## config.mk

```make
export PLATFORM = sky130hd
export DESIGN_NAME = flt_addsub_seq
export DESIGN_NICKNAME = d
export VERILOG_FILES = /design/src/rtl/flt_pkg.sv /design/src/rtl/flt_shift_norm.sv /design/src/rtl/flt_addsub_seq.sv
export SDC_FILE = /design/constraint.sdc
export NUM_CORES = 1
export LEC_CHECK = 0
export CORE_MARGIN = 5
export CORE_UTILIZATION = 41
export DETAILED_ROUTE_END_ITERATION = 6
export GPL_ROUTABILITY_DRIVEN = 0
export PLACE_DENSITY = 0.68
export SYNTH_ARGS = -nofsm -noshare
export SYNTH_HDL_FRONTEND = slang
export SYNTH_SLANG_ARGS = --single-unit
```

## constraint.sdc

```tcl
create_clock -name clk -period 6.06 [get_ports clk]
set_clock_uncertainty 0.15 [all_clocks]
set_input_delay 1.212 -clock clk [delete_from_list [all_inputs] [get_ports clk]]
set_output_delay 1.212 -clock clk [all_outputs]
set_load 0.01 [all_outputs]
```

## src/rtl/flt_pkg.sv

```systemverilog
// Shared types and default geometry for the sequential floating-point add/subtract unit.
package flt_pkg;

  typedef enum logic [2:0] {
    ST_IDLE,
    ST_LOAD,
    ST_ALIGN,
    ST_ADD,
    ST_NORM,
    ST_PACK,
    ST_DONE
  } state_t;

  localparam int unsigned FLT_EXP_W   = 5;
  localparam int unsigned FLT_MAN_W   = 10;
  localparam int unsigned FLT_BIAS    = 15;
  localparam int unsigned FLT_EXP_MAX = (1 << FLT_EXP_W) - 1;

  // Working mantissa frame: carry, hidden, MAN_W fraction bits, guard, round, sticky.
  function automatic int unsigned frame_w(input int unsigned man_w);
    return man_w + 5;
  endfunction

endpackage

```

## src/rtl/flt_shift_norm.sv

```systemverilog
// One-bit-per-cycle mantissa shifter; right shifts fold the lost bit into the sticky LSB.
module flt_shift_norm #(
  parameter int unsigned W = 15
) (
  input  logic         clk,
  input  logic         reset,
  input  logic         load,
  input  logic         shr,
  input  logic         shl,
  input  logic [W-1:0] d,
  output logic [W-1:0] q
);

  always_ff @(posedge clk or posedge reset) begin
    if (reset) begin
      q <= '0;
    end else if (load) begin
      q <= d;
    end else if (shr) begin
      q <= {1'b0, q[W-1:2], q[1] | q[0]};
    end else if (shl) begin
      q <= {q[W-2:0], 1'b0};
    end
  end

endmodule

```

## src/rtl/flt_addsub_seq.sv

```systemverilog
// Sequential floating-point add/subtract coprocessor with start/done handshake.
// Define FLT_RND_EN for round-to-nearest-even; otherwise the result is truncated.
module flt_addsub_seq
  import flt_pkg::*;
#(
  parameter int unsigned EXP_W = FLT_EXP_W,
  parameter int unsigned MAN_W = FLT_MAN_W,
  parameter int unsigned BIAS  = FLT_BIAS
) (
  input  logic                   clk,
  input  logic                   reset,
  input  logic                   start,
  input  logic                   sub,
  input  logic [EXP_W+MAN_W:0]   op_a,
  input  logic [EXP_W+MAN_W:0]   op_b,
  output logic [EXP_W+MAN_W:0]   result,
  output logic                   done,
  output logic                   busy,
  output logic                   ovf,
  output logic                   unf
);

  localparam int unsigned W   = 1 + EXP_W + MAN_W;
  localparam int unsigned FW  = frame_w(MAN_W);
  localparam int unsigned HID = MAN_W + 3;
  localparam logic [EXP_W-1:0]        SKIP_E   = EXP_W'(MAN_W + 3);
  localparam logic [EXP_W-1:0]        DIFF_ONE = EXP_W'(1);
  localparam logic signed [EXP_W+1:0] EXP_ONE  = (EXP_W+2)'(1);
  localparam logic signed [EXP_W+1:0] EXP_TOP  = (EXP_W+2)'(2 * BIAS + 1);

  state_t state, state_n;
  logic start_q, launch_req;
  logic [W-1:0] opa_q, opb_q;
  logic sub_q;
  logic [FW-1:0] frame_l;
  logic sign_l, sign_s, inf_q;
  logic signed [EXP_W+1:0] exp_q;
  logic [EXP_W-1:0] diff_q;

  logic sh_load, sh_shr, sh_shl;
  logic [FW-1:0] sh_d, sh_q;

  logic [EXP_W-1:0] ea, eb, e_l, e_s, dexp, d_eff;
  logic [FW-1:0] fa, fb, f_l, f_s, f_s_al, sum;
  logic sgn_b, s_l, s_s, swap;

  logic rup, rc;
  logic [MAN_W-1:0] frac_r;
  logic signed [EXP_W+1:0] exp_r;
  logic [W-1:0] pk_res;
  logic pk_ovf, pk_unf;

  assign launch_req = start_q & ~start;
  assign done = (state == ST_DONE);
  assign busy = (state != ST_IDLE) && (state != ST_DONE);

  flt_shift_norm #(.W(FW)) u_shift (
    .clk   (clk),
    .reset (reset),
    .load  (sh_load),
    .shr   (sh_shr),
    .shl   (sh_shl),
    .d     (sh_d),
    .q     (sh_q)
  );

  // Unpack, order by magnitude and pre-resolve the alignment distance.
  always_comb begin
    ea    = opa_q[W-2 -: EXP_W];
    eb    = opb_q[W-2 -: EXP_W];
    sgn_b = opb_q[W-1] ^ sub_q;
    fa    = (|ea) ? {2'b01, opa_q[MAN_W-1:0], 3'b000} : '0;
    fb    = (|eb) ? {2'b01, opb_q[MAN_W-1:0], 3'b000} : '0;
    swap  = {eb, fb} > {ea, fa};
    e_l   = swap ? eb : ea;
    e_s   = swap ? ea : eb;
    f_l   = swap ? fb : fa;
    f_s   = swap ? fa : fb;
    s_l   = swap ? sgn_b : opa_q[W-1];
    s_s   = swap ? opa_q[W-1] : sgn_b;
    dexp  = e_l - e_s;
    f_s_al = f_s;
    d_eff  = dexp;
    if (e_s == '0) begin
      d_eff = '0;
    end else if (dexp > SKIP_E) begin
      // Too far apart to reach the guard bits: collapse straight to sticky.
      f_s_al = {{(FW-1){1'b0}}, |f_s};
      d_eff  = '0;
    end
    sum = (sign_l == sign_s) ? frame_l + sh_q : frame_l - sh_q;
  end

  // Round, then classify the final exponent.
  always_comb begin
`ifdef FLT_RND_EN
    rup = sh_q[2] & (sh_q[1] | sh_q[0] | sh_q[3]);
`else
    rup = 1'b0;
`endif
    {rc, frac_r} = {1'b0, sh_q[HID-1:3]} + {{MAN_W{1'b0}}, rup};
    exp_r  = exp_q + $signed({{(EXP_W+1){1'b0}}, rc});
    pk_res = {sign_l, exp_r[EXP_W-1:0], frac_r};
    pk_ovf = 1'b0;
    pk_unf = 1'b0;
    if (inf_q || exp_r >= EXP_TOP) begin
      pk_res = {sign_l, {EXP_W{1'b1}}, {MAN_W{1'b0}}};
      pk_ovf = 1'b1;
    end else if (sh_q == '0) begin
      pk_res = '0;
    end else if (exp_r < EXP_ONE) begin
      pk_res = {sign_l, {(W-1){1'b0}}};
      pk_unf = 1'b1;
    end
  end

  always_comb begin
    state_n = state;
    sh_load = 1'b0;
    sh_shr  = 1'b0;
    sh_shl  = 1'b0;
    sh_d    = f_s_al;
    case (state)
      ST_IDLE, ST_DONE: if (launch_req) state_n = ST_LOAD;
      ST_LOAD: begin
        sh_load = 1'b1;
        state_n = (d_eff != '0) ? ST_ALIGN : ST_ADD;
      end
      ST_ALIGN: begin
        sh_shr = 1'b1;
        if (diff_q == DIFF_ONE) state_n = ST_ADD;
      end
      ST_ADD: begin
        sh_load = 1'b1;
        sh_d    = sum;
        if (sum == '0)                   state_n = ST_PACK;
        else if (sum[FW-1] || !sum[HID]) state_n = ST_NORM;
        else                             state_n = ST_PACK;
      end
      ST_NORM: begin
        if (sh_q[FW-1]) begin
          sh_shr  = 1'b1;
          state_n = ST_PACK;
        end else begin
          sh_shl = 1'b1;
          if (sh_q[HID-1]) state_n = ST_PACK;
        end
      end
      ST_PACK: state_n = ST_DONE;
      default: state_n = ST_IDLE;
    endcase
  end

  always_ff @(posedge clk or posedge reset) begin
    if (reset) state <= ST_IDLE;
    else       state <= state_n;
  end

  always_ff @(posedge clk or posedge reset) begin
    if (reset) begin
      start_q <= 1'b0;
      opa_q   <= '0;
      opb_q   <= '0;
      sub_q   <= 1'b0;
      frame_l <= '0;
      sign_l  <= 1'b0;
      sign_s  <= 1'b0;
      inf_q   <= 1'b0;
      exp_q   <= '0;
      diff_q  <= '0;
      result  <= '0;
      ovf     <= 1'b0;
      unf     <= 1'b0;
    end else begin
      start_q <= start;
      case (state)
        ST_IDLE, ST_DONE: begin
          if (launch_req) begin
            opa_q <= op_a;
            opb_q <= op_b;
            sub_q <= sub;
            ovf   <= 1'b0;
            unf   <= 1'b0;
          end
        end
        ST_LOAD: begin
          frame_l <= f_l;
          sign_l  <= s_l;
          sign_s  <= s_s;
          exp_q   <= $signed({2'b00, e_l});
          diff_q  <= d_eff;
          inf_q   <= (&ea) | (&eb);
        end
        ST_ALIGN: diff_q <= diff_q - DIFF_ONE;
        ST_NORM:  exp_q  <= sh_q[FW-1] ? exp_q + EXP_ONE : exp_q - EXP_ONE;
        ST_PACK: begin
          result <= pk_res;
          ovf    <= pk_ovf;
          unf    <= pk_unf;
        end
        default: ;
      endcase
    end
  end

endmodule

```

## Word level (Yosys, flattened, before mapping)

Cells that the tools add are included.

| cells by class | value |
|---|---|
| bitwise logic cells | 5 |
| reductions and logical operators | 24 |
| shift-type cells | 0 |
| eq/ne operators | 12 |
| order comparisons | 4 |
| div/mod/pow operators | 0 |
| add/sub/neg operators | 6 |
| $mul | 0 |
| muxes and demuxes | 43 |

Operators with widths:

| operator | count |
|---|---|
| $mux W15 | 6 |
| $mux W14 | 6 |
| $mux W16 | 2 |
| $logic_not A15 Y1 | 2 |
| $gt A20 B20 Y1 | 1 |
| $mux W5 | 4 |
| $pmux W3 S6 | 1 |
| $add A15 B15 Y15 | 1 |
| $reduce_or A15 Y1 | 1 |
| $sub A15 B15 Y15 | 1 |
| $mux W1 | 14 |
| $pmux W7 S2 | 1 |
| $mux W3 | 4 |
| $pmux W5 S2 | 1 |
| $reduce_and A5 Y1 | 2 |
| $reduce_or A5 Y1 | 2 |
| $eq A3 B3 Y1 const B | 3 |
| $add A7 B2 Y7 const B | 1 |
| $ge A7 B6 Y1 const B | 1 |
| $lt A7 B2 Y1 const B | 1 |
| $mux W7 | 1 |
| $sub A7 B2 Y7 const B | 1 |
| $eq A3 B2 Y1 const B | 2 |
| $pmux W1 S2 | 3 |
| other kinds (24) | 32 |

| storage, ports and cells | value |
|---|---|
| latch bits | 0 |
| input port bits | 36 |
| output and inout bits | 20 |
| logic and storage cells | 109 |
| RAM bits | 0 |
| register bits | 100 |
| memories | 0 |
| ROM bits | 0 |

## Depth between registers and ports, before layout

Gate-level depths: netlist of the first run.

| logic depth | value |
|---|---|
| depth in word-level cells | 11 |
| mapped depth | 20 |
| gate-level depth less buffers | 17 |

## Modules after synthesis

A second synthesis of the first run with hierarchy kept.

| unflattened totals | value |
|---|---|
| cells, all modules | 710 |
| area, all modules | 6,359.8 um^2 |

Modules (own cells, without submodules):

| module | instances | cells an instance | area each (um^2) | seq. area each (um^2) |
|---|---|---|---|---|
| flt_addsub_seq | 1 | 635 | 5,557.8 | 2,026.9 |
| flt_shift_norm | 1 | 75 | 802.0 | 375.4 |

## Least setup slack after synthesis of the first run

OpenSTA, ideal clock, no wires.

| timing | value |
|---|---|
| path kind | reg-to-reg |
| from | register opb_q[10] |
| to | register diff_q[2] |
| setup time | 0.086 ns |
| path slack | 1.245 ns |
| data required time | 5.824 ns |
| path buffers | 2 |
| cell stages (with the launch flop) | 20 |
| clock period less this slack | 4.815 ns |
| data arrival time | 4.580 ns |
| cell sequence | dfrtp_1 -> nor4_1 -> nor2b_1 -> inv_1 -> clkbuf_1 -> and2_1 -> ha_1 -> a211oi_1 -> nor2_1 -> a2111oi_0 -> o21a_1 -> nor2_1 -> clkbuf_1 -> o21a_1 -> ha_1 -> nand3b_1 -> a221o_1 -> mux2_2 -> or3_4 -> o221ai_2 |

| between the ends | value |
|---|---|
| longest elaborated chain between the ends | 9 |
| elaborated cells between the ends (all ways) | 11 |
| those cells by class | add/sub (1); order compare (2); mux (6); reduce/logical (2) |

RTL lines:

| element | RTL line | RTL |
|---|---|---|
| start, declared | flt_addsub_seq.sv:33 | `logic [W-1:0] opa_q, opb_q;` |
| start signal, assigned | flt_addsub_seq.sv:180 | `opb_q <= op_b;` |
| $reduce_or A5 Y1 | flt_addsub_seq.sv:73 | `fb = (\|eb) ? {2'b01, opb_q[MAN_W-1:0], 3'b000} : '0;` |
| $mux W14 | flt_addsub_seq.sv:73 |  |
| $gt A20 B20 Y1 | flt_addsub_seq.sv:74 | `swap = {eb, fb} > {ea, fa};` |
| $mux W5, on equally long branches | flt_addsub_seq.sv:75, flt_addsub_seq.sv:76 |  |
| $sub A5 B5 Y5 | flt_addsub_seq.sv:81 | `dexp = e_l - e_s;` |
| $gt A5 B4 Y1 | flt_addsub_seq.sv:86 | `end else if (dexp > SKIP_E) begin` |
| $mux W5 | flt_addsub_seq.sv:86 |  |
| $mux W5 (*) | flt_addsub_seq.sv:84 | `if (e_s == '0) begin` |
| $pmux W5 S2 (*) | flt_addsub_seq.sv:176 | `case (state)` |
| end signal, assigned | flt_addsub_seq.sv:194 | `ST_ALIGN: diff_q <= diff_q - DIFF_ONE;` |
| end, declared | flt_addsub_seq.sv:38 | `logic [EXP_W-1:0] diff_q;` |

Mark *: on every way between the ends. The rest lies on a longest branch, timed or not.
A chain may end at the register's enable or synchronous reset.

## Worst setup path after layout of the first run

| timing | value |
|---|---|
| from | register opb_q[10] |
| to | register u_shift.q[0] |

| between the ends | value |
|---|---|
| longest elaborated chain between the ends | 10 |
| elaborated cells between the ends (all ways) | 14 |
| those cells by class | add/sub (1); order compare (2); mux (8); reduce/logical (3) |

RTL lines:

| element | RTL line | RTL |
|---|---|---|
| $reduce_or A5 Y1 | flt_addsub_seq.sv:73 |  |
| $mux W14 | flt_addsub_seq.sv:73 |  |
| $gt A20 B20 Y1 | flt_addsub_seq.sv:74 |  |
| $mux W5, on equally long branches | flt_addsub_seq.sv:75, flt_addsub_seq.sv:76 |  |
| $sub A5 B5 Y5 | flt_addsub_seq.sv:81 |  |
| $gt A5 B4 Y1 | flt_addsub_seq.sv:86 |  |
| $mux W14 | flt_addsub_seq.sv:86 |  |
| $mux W14 (*) | flt_addsub_seq.sv:84 |  |
| $mux W15 (*) | flt_addsub_seq.sv:123 | `case (state)` |
| $mux W15 (*) | flt_shift_norm.sv:17 | `end else if (load) begin` |
| end signal, assigned | flt_shift_norm.sv:20 | `q <= {1'b0, q[W-1:2], q[1] \| q[0]};` |
| end signal, assigned | flt_shift_norm.sv:22 | `q <= {q[W-2:0], 1'b0};` |
| end, declared | flt_shift_norm.sv:11 | `output logic [W-1:0] q` |

Marks and branches as above.

==> results by group, run 1 <==
Logic synthesis
  – Seq/Total Area, Yosys: approximately 38%
  – Async set-or-reset flop fraction in the synthesized netlist: between 90% and 100%
  – Ys flop type: dfrtp_1
  – Cell count after synthesis: about 740
  – Post-synth top area share: a little under two fifths
  – Area contributors post-synth: dfrtp_1, ha_1, o21ai_0
  – Unique cell type count in the Yosys netlist: between 60 and 70
  – Register bit total from synthesis: 96
  – Post-Syn Area per Cell: a little under 9 µm²
  – EDFF count, synth: 0
  – YS warnings: 0
  – Net count after synthesis: 809
  – Largest area contributor in the netlist: dfrtp_1
  – Mapped cell area: between 0.006 and 0.007 mm²

Floorplanning
  – Ports: 56
  – Site row count: 45
  – Die area: between 0.015 and 0.02 mm²
  – Core box area: approximately 0.015 mm²
  – Die width: 134.9 µm
  – Initial core utilization: a little over two fifths
  – Die Height: 134.9 µm

Clock tree
  – # Post-CTS Setup Buffers: 0
  – CTS sink count: 96
  – CTS max path bufs: 2
  – Clk_lat worst skew: between 0.3 and 0.4 ns
  – CTS Hold Bufs: 0
  – Clock root buffer: clkbuf_16
  – # H-tree levels: 3
  – Clock-pin transition on the worst setup and hold timing paths: 0.07 ns
  – CTS tree: yes
  – Total CTS buffers: 9
  – Post-CTS sizing: 0

Final layout
  – Share of layout cells above drive strength 1: about 8.0%
  – Layout Cells excl Fill: between 900 and 1000
  – Syn-to-layout area delta: 15.03%
  – # fillers: ~1500
  – Most common cell after layout, fill and taps aside: dfrtp_1
  – Fin nets: 833
  – Total inserted antenna cells: 0
  – Most frequent cells in the layout: dfrtp_1, nand2_1, o21ai_0

Drt
  – Antenna viol nets, final: 0
  – DR vias: 5404
  – Drt wl/cell: 15.64 µm
  – Residual DRC: 0
  – Vias/cell: 5.526
  – Aggregate routed wire length: between 15000 and 20000 µm
  – DR iter-0 viols: about 330
  – Drt first pass iters: 5

Worst setup path
  – Crit path max fanout: 12
  – R2R setup slack: around 0.80 ns
  – CP most frequent cell: o21a_1
  – CP Launch Type: register
  – CP Data Arrival Time: 5.35 ns
  – CP required: just over 6 ns
  – Critical Path, Cell by Cell: nor4_1 -> nor2b_1 -> inv_1 -> and2_1 -> ha_1 -> a211oi_1 -> nor2_1 -> a2111oi_0 -> o21a_1 -> nor2_1 -> o21a_1 -> ha_1 -> nand3b_1 -> a221o_1 -> xor2_1 -> o21a_1 -> a221o_1
  – Reg2reg end: u_shift.q[0]
  – Critical path class: reg -> reg
  – Crit Reg-Reg Startpoint: opb_q[10]
  – Critical path's slowest cell: a2111oi_0
  – Endpoint type of the worst setup path: register
  – Cell count of the worst reg-to-reg path: 17
  – Largest stage delay, worst path: roughly 0.66 ns

Min path
  – Worst min path class: reg -> reg
  – Hold endpoint: result[15]
  – WHS Path Cells: 2
  – Beginning of the worst hold path: result[15]

Timing
  – RSZ-0062 raised after global routing: false
  – Fin crit share: between 80% and 90%
  – Final Max Tran Viols: 0
  – Fmax: 190.2 MHz
  – Slew HR: around a fifth
  – Setup TNS: 0 ns
  – Final hold violations: 0
  – Worst-margin pin slew: 1.182 ns
  – Fin worst setup slack: approximately 0.80 ns
  – Count of final setup violators: 0
  – Min Tclk post-route: between 5 and 6 ns

GRT
  – GR Layer Usage met3: under 10%
  – Most crowded layer after global routing: met1
  – GR Layer Usage met2: between 20% and 30%
  – Global route overflow: 0
  – Largest net degree at the start of global routing: 55
  – Met1 global-route usage: 26.58%
  – Number of global-route vias before repair: just over 5000
  – GRT Total Usage: between 10% and 20%
  – First-pass GRT wire length: between 20000 and 30000 µm
  – Initial antenna violation count: 0

Place
  – Placed Cells: 962
  – Port-buffer cells: 55
  – Hpwl dp: around 11000 µm
  – Pre-CTS setup slack: between 0.8 and 0.9 ns

Job
  – Max-cap violation count: 0

Run status
  – Status: finished, final reports clean
==> per-stage QoR <==
| stage | hold WS, ns | utilization [%] | cell area (µm²) |
|---|---|---|---|
| 6_report | 0.3221 | 48.19 | 7353 |
| 5_1_grt | 0.3406 | 48.19 | 7353 |
| 3_5_place_dp | 0.3148 | 46.24 | 7056 |
| 2_1_floorplan | 0.3063 | - | 6392 |
| 4_1_cts | 0.3300 | 48.19 | 7353 |
| 3_3_place_gp | 0.3049 | 46.24 | 7056 |
==> critical path: cells and delay by family (launching register included) <==
| family | cells | cell delay (ns) |
|---|---|---|
| buf+inv | 1 | 0.18 |
| compound gates | 7 | 2.49 |
| fa+ha+maj | 2 | 0.47 |
| simple gates | 6 | 1.24 |
| xor+xnor | 1 | 0.15 |
| flops | 1 | 0.46 |
==> cells in the mapped netlist, drive strengths merged (8+ instances only) <==
master and instances:
a21o 13, clkbuf 42, mux2 29, nand2b 8, nand2 85, a22oi 10
nor2 57, xnor2 17, nor3 14, o22ai 13, mux2i 14, a22o 8
and2 11, dfrtp 96, xor2 13, ha 34, inv 26, o21ai 77
a21oi 49, nand3 23
==> final cells by class <==
type	instances	area (µm²)	area share, %
timing repair buffer	60	588.1	7.997
clock buffer	10	229.0	3.114
clock inverter	6	68.82	0.9359
sequential	96	2402	32.67
tap	211	264.0	3.590
inverter	27	103.9	1.412
multi-input combinational	568	3697	50.28
==> layer usage <==
metal	vias up	routed length, µm
met5	-	0
met4	0	255
met3	18	714
met2	129	6572
met1	2538	7751
li1	2719	-
==> state kept, by name, summed over array words and instances (netlist names), 3 cells and up <==
register,flops
state,3
diff_q,5
exp_q,7
opb_q,16
opa_q,16
u_shift.q,15
result,16
frame_l,11
==> cell families after synthesis <==
family / synth area share [%]
AOI/OAI and AO/OA: 21.75
xor gates and xnor gates: 4.110
adders and majority gates: 6.968
buffers and inverters: 4.697
DFF: 37.58
muxes: 7.301
and+or+nand+nor: 17.60
==> worst max-delay path by stage <==
stage / startpoint / to / slack [ns] / depth (start not counted)
floorplan: opb_q[10] / diff_q[2] / 1.24 / 19
global placement: opb_q[11] / u_shift.q[0] / 0.95 / 17
finish: opb_q[10] / u_shift.q[0] / 0.80 / 17
detailed placement: opb_q[10] / u_shift.q[0] / 0.83 / 17
global route: opb_q[11] / u_shift.q[8] / 0.29 / 17
CTS: opb_q[10] / u_shift.q[0] / 0.79 / 17
Power of run 1 is left out: the tool's default activity adds up to more than one toggle a clock period on the data nets, which glitch-free logic cannot reach.
==> inputs of run 2 (changes only) <==
TNS_END_PERCENT = 5   (was not set)
==> results of run 2 <==
Final layout, timing and power as in run 1 (identical DEF).
Power of run 2 is left out for the same reason.
